**src/rtl/jcr_int_ctrl.sv**
```systemverilog
// Interrupt controller for the jacaranda-8 core: edge-detects sources, latches pending,
// arbitrates by fixed priority and issues a one-cycle request held off until iret.
module jcr_int_ctrl #(
  parameter int         NSRC       = 4,
  parameter logic [7:0] BASE_ADDR  = 8'hF0,
  parameter int         VEC_STRIDE = 4
) (
  input  logic            clock,
  input  logic            reset,
  input  logic [NSRC-1:0] irq_src,
  input  logic            iret,
  input  logic [7:0]      bus_addr,
  input  logic [7:0]      bus_w_data,
  input  logic            bus_w_en,
  output logic [7:0]      bus_r_data,
  output logic            bus_sel,
  output logic            int_req,
  output logic [7:0]      int_en,
  output logic [7:0]      int_vec
);

  // state   | meaning
  // IDLE    | no interrupt in flight; arbitrate eligible pending sources
  // REQ     | int_req pulse cycle; iret ignored
  // SERVICE | core is servicing active_id; wait for iret
  typedef enum logic [1:0] {ST_IDLE, ST_REQ, ST_SERVICE} state_t;

  localparam logic [7:0] EN_MASK = 8'((1 << (NSRC + 1)) - 1);
  localparam logic [7:0] STRIDE  = 8'(VEC_STRIDE);

  state_t          state_q, state_d;
  logic [7:0]      int_en_q, int_en_d;
  logic [7:0]      vec_base_q, vec_base_d;
  logic [NSRC-1:0] pending_q, pending_d;
  logic [NSRC-1:0] irq_prev_q, irq_prev_d;
  logic [2:0]      active_id_q, active_id_d;
  logic            int_req_q, int_req_d;
  logic [7:0]      int_vec_q, int_vec_d;

  logic [7:0]      off;
  logic            wr_en;
  logic [NSRC-1:0] rise, eligible, w1c, fsm_clr;
  logic [2:0]      winner;
  logic            in_service;

  assign off        = bus_addr - BASE_ADDR;
  assign bus_sel    = (off < 8'd4);
  assign wr_en      = bus_w_en & bus_sel;
  assign rise       = irq_src & ~irq_prev_q;
  assign eligible   = pending_q & int_en_q[NSRC:1] & {NSRC{int_en_q[0]}};
  assign in_service = (state_q != ST_IDLE);

  always_comb begin
    winner = '0;
    for (int i = NSRC - 1; i >= 0; i--) begin
      if (eligible[i]) winner = 3'(i);
    end
  end

  always_comb begin
    state_d     = state_q;
    int_req_d   = 1'b0;
    active_id_d = active_id_q;
    int_vec_d   = int_vec_q;
    fsm_clr     = '0;
    case (state_q)
      ST_IDLE: begin
        if (|eligible) begin
          state_d     = ST_REQ;
          int_req_d   = 1'b1;
          active_id_d = winner;
          int_vec_d   = vec_base_q + {5'd0, winner} * STRIDE;
          fsm_clr     = NSRC'(1) << winner;
        end
      end
      ST_REQ:     state_d = ST_SERVICE;
      ST_SERVICE: if (iret) state_d = ST_IDLE;
      default:    state_d = ST_IDLE;
    endcase
  end

  // A fresh edge outranks both the arbitration clear and a write-1-to-clear.
  always_comb begin
    w1c        = (wr_en && off[1:0] == 2'd2) ? bus_w_data[NSRC-1:0] : '0;
    pending_d  = (pending_q & ~(w1c | fsm_clr)) | rise;
    irq_prev_d = irq_src;
    int_en_d   = (wr_en && off[1:0] == 2'd0) ? (bus_w_data & EN_MASK) : int_en_q;
    vec_base_d = (wr_en && off[1:0] == 2'd1) ? bus_w_data : vec_base_q;
  end

  always_ff @(posedge clock) begin
    if (!reset) begin
      state_q     <= ST_IDLE;
      int_en_q    <= '0;
      vec_base_q  <= '0;
      pending_q   <= '0;
      irq_prev_q  <= '0;
      active_id_q <= '0;
      int_req_q   <= 1'b0;
      int_vec_q   <= '0;
    end else begin
      state_q     <= state_d;
      int_en_q    <= int_en_d;
      vec_base_q  <= vec_base_d;
      pending_q   <= pending_d;
      irq_prev_q  <= irq_prev_d;
      active_id_q <= active_id_d;
      int_req_q   <= int_req_d;
      int_vec_q   <= int_vec_d;
    end
  end

  always_comb begin
    bus_r_data = '0;
    if (bus_sel) begin
      case (off[1:0])
        2'd0:    bus_r_data = int_en_q;
        2'd1:    bus_r_data = vec_base_q;
        2'd2:    bus_r_data = 8'(pending_q);
        default: bus_r_data = {4'd0, active_id_q, in_service};
      endcase
    end
  end

  assign int_req = int_req_q;
  assign int_en  = int_en_q;
  assign int_vec = int_vec_q;

endmodule

```
**config.mk**
```make
export PLATFORM = sky130hd
export DESIGN_NAME = jcr_int_ctrl
export DESIGN_NICKNAME = d
export VERILOG_FILES = /design/src/rtl/jcr_int_ctrl.sv
export SDC_FILE = /design/constraint.sdc
export NUM_CORES = 1
export LEC_CHECK = 0
export ABC_AREA = 0
export BUFFER_PORTS_ARGS = -buffer_cell sky130_fd_sc_hd__buf_2
export CAP_MARGIN = 20
export CORE_UTILIZATION = 51
export CTS_CLUSTER_DIAMETER = 100
export DETAILED_ROUTE_END_ITERATION = 8
export PLACE_DENSITY = 0.79
export SYNTH_ARGS = -nofsm -noshare
export SYNTH_HDL_FRONTEND = slang
export SYNTH_SLANG_ARGS = --single-unit
export TNS_END_PERCENT = 50
```
**constraint.sdc**
```tcl
create_clock -name clock -period 2.7 [get_ports clock]
set_clock_uncertainty 0.05 [all_clocks]
set_input_delay 0.135 -clock clock [delete_from_list [all_inputs] [get_ports clock]]
set_output_delay 0.135 -clock clock [all_outputs]
set_load 0.02 [all_outputs]
```
==> results.md <==
- Max-cap viol count: 0
- Met3 Use GR: 0.0779
- WL/cell: 13.8 um
- Top cell family by delay on the critical path: adder cells
- Routability cong.: 0.827
- Worst-path maximum fanout: 6
- Layout cells sized above 1: 0.299
- CTS H-tree depth: 2
- IO buf count: 46
- Clock slew seen by the registers of the worst setup and hold paths: 0.10 ns
- Yosys warns: 0
- Rows: 20
- Setup ws final: 0.506 ns
- Final-stage net count: 260
- Post-Layout Cell Count: 278
- Fin Setup TNS: 0 ns
- Diode count: 0
- Post-placement cell count: 263
- CP Class: flop to flop
- Status: finished clean
- Vias in the first global route: 1,341
- Routed WL: 3830 um
- Die X: 59.7 um
- Largest net degree at the start of global routing: 43
- Vias: 1,504
- Sink Count: 34
- CTS tree: built
- Synthesized area: 0.00170 mm^2
- Root buffer cell: clkbuf_4
- DRC viols: 0
- Hold Crit Depth: 3
- Crit path required time: 2.90 ns
- DR iter-0 viols: 75
- Setup Slack @ Placement: 0.550 ns
- RSZ-0062 raised after global routing: false
- CP startpoint kind: flop
- Final Hold Vio Count: 0
- Initial antenna violation count: 0
- Synth Register Bits: 34
- Mapped Cells: 184
- CP arrival: 2.39 ns
- GR Util met1: 0.302
- Fin crit share: 0.813
- Register area share after synthesis: 0.401
- Min Tclk post-route: 2.19 ns
- CP max stage delay: 0.42 ns
- Worst hold path type: primary input to flop
- Area Growth Syn to Fin: 20.4%
- FF-to-FF setup slack: 0.51 ns
- Clock Latency Late Sink: 0.34 ns
- Pins Over Slew Limit: 0
- Pleak: 0.944 nW
- Met2 Track Usage GR: 0.367
- Io pins: 50
- Relative slew slack: 0.559
- Achievable frequency: 456 MHz
- Inserted Clock Buffers: 5
- Worst r2r dst: int_vec[6]
- Worst-case clock buffer depth: 2
- DP HPWL: 2700 um
- Post-synth cell types: 50
- Worst VDD drop: 0.345 mV
- WHS: 0.0308 ns
- DR vias/cell: 5.41
- First-pass GRT wire length: 6110 um
- PD cells: 433 mW/mm^2
- Drt first pass iters: 4
- Syn_area_per_cell: 9.22 um^2
- Slowest cell on crit path: fa_1
- Crit. End Element: flop
- Ys async rst share: 0
- Buf/Inv on CP: 0
- GRT Util Overall: 0.237
- Antenna-violating nets left: 0
- Die Ht: 59.7 um
- Starting Density: 0.547
- Die area: 0.00356 mm^2
- HP Start: bus_w_data[0]
- Crit-path cells: nand2_1 -> a32o_1 -> and2_1 -> ha_1 -> fa_1 -> nand3_1 -> xor2_1 -> nand2_1 -> o211a_1
- CP most frequent cell: nand2_1
- # Post-CTS Setup Buffers: 0
- Prevailing post-synth register cell: dfxtp_1
- Worst slew pin tran: 0.662 ns
- R2R cell count: 9
- Gr busiest metal: met2
- Reg-to-Reg Start: int_en[3]
- Congestion Overflow GR: 0
- Core area: 0.00310 mm^2
- Post-synth EDFFs: 0
- Worst Hold End: vec_base_q[0]
- Final setup fails: 0
==> cell usage after synthesis (all sizes together), types with 2 or more instances <==
cell    count  share of area
ha          2          0.015
xor2        3          0.015
and2        5          0.018
nand3      20          0.065
inv         6          0.013
a31oi       2         0.0074
nor2        3         0.0066
nor3b       2          0.015
nand2      20          0.044
buf        10          0.038
dfxtp      34           0.40
a22o        2          0.010
clkbuf      3         0.0066
a22oi       2         0.0088
mux2i       6          0.035
a211oi      2         0.0088
a21boi      4          0.024
or4         2          0.011
and3        5          0.018
nand4       2         0.0074
nor2b       9          0.033
mux4        2          0.027
a21o        2         0.0088
nor4        2          0.011
a21oi       3         0.0088
o211a       2          0.012
nand2b      3          0.011
o21ai      14          0.057
or2         2         0.0089
==> state kept, by name, summed over array words and instances (netlist names) <==
| register | flops |
|---|---|
| int_vec | 8 |
| vec_base_q | 8 |
| pending_q | 4 |
| int_en | 5 |
| state_q | 2 |
| irq_prev_q | 4 |
| active_id_q | 2 |
| int_req | 1 |
==> logic make-up after synthesis <==
kind of cell,share of synthesized area
xor gates and xnor gates,0.0207
AOI/OAI and AO/OA,0.172
buffers and inverters,0.0583
adders and majority gates,0.0265
and+or+nand+nor,0.257
DFF,0.401
other,0.00221
muxes,0.0619
==> worst max-delay path by stage <==
stage               startpoint    endpoint  cells past startpoint
finish               int_en[3]  int_vec[6]                      9
global route         int_en[3]  int_vec[6]                      9
CTS                  int_en[3]  int_vec[6]                      9
detailed placement   int_en[3]  int_vec[6]                      9
global placement     int_en[3]  int_vec[6]                      9
floorplan            int_en[3]  int_vec[6]                      9
==> final cells by class <==
| type | count | area (um^2) |
|---|---|---|
| fillers | 291 | 1060 |
| multi-input cells | 133 | 925 |
| flip-flops and latches | 34 | 681 |
| repair buffers | 53 | 300 |
| clock buffers | 7 | 55.1 |
| well taps | 44 | 55.1 |
| inverters | 6 | 22.5 |
| clock inverters | 1 | 5.00 |
==> cell usage in the layout, fill, tap and decap left out, types with 3 or more instances in the layout <==
cell and count:
mux2i_1 6, and3_1 5, nor2b_1 9, conb_1 3, a21oi_1 3, nor2_1 3, o21ai_0 4, nand3_1 18
and2_1 5, inv_1 6, o21ai_2 7, xor2_1 3, o21ai_1 3, a21boi_0 3, dfxtp_1 34, clkbuf_4 5
dlygate4sd3_1 7, nand2_1 20, buf_2 46, nand2b_1 3
==> power by group <==
group | internal, mW | switching (mW) | total, mW
registers | 0.510 | 0.00837 | 0.519
clock network | 0.126 | 0.167 | 0.293
logic | 0.0347 | 0.0385 | 0.0732
==> timing repair <==
| item | 4_1_cts | 5_1_grt |
|---|---|---|
| gates resized for setup | 0 | 0 |
| hold endpoints to repair | 8 | 0 |
| hold buffers | 7 | 0 |
==> through the flow <==
step	util	instance area, um^2	power [mW]
detailed placement	0.617	1910	0.596
global route	0.658	2040	0.928
global placement	0.617	1910	0.595
floorplan	-	1700	0.572
finish	0.658	2040	0.885
CTS	0.658	2040	0.892
==> routing by layer <==
layer,vias to the layer above,wire length [um]
met5,-,0
met3,8,263
met2,59,1800
li1,745,-
met1,692,1720
met4,0,46
==> tightest hold or removal path, stage by stage <==
cell,delay [ns]
buf_2,0.10
nand2_1,0.10
o21ai_2,0.05
(Power assumes the default switching activity.)
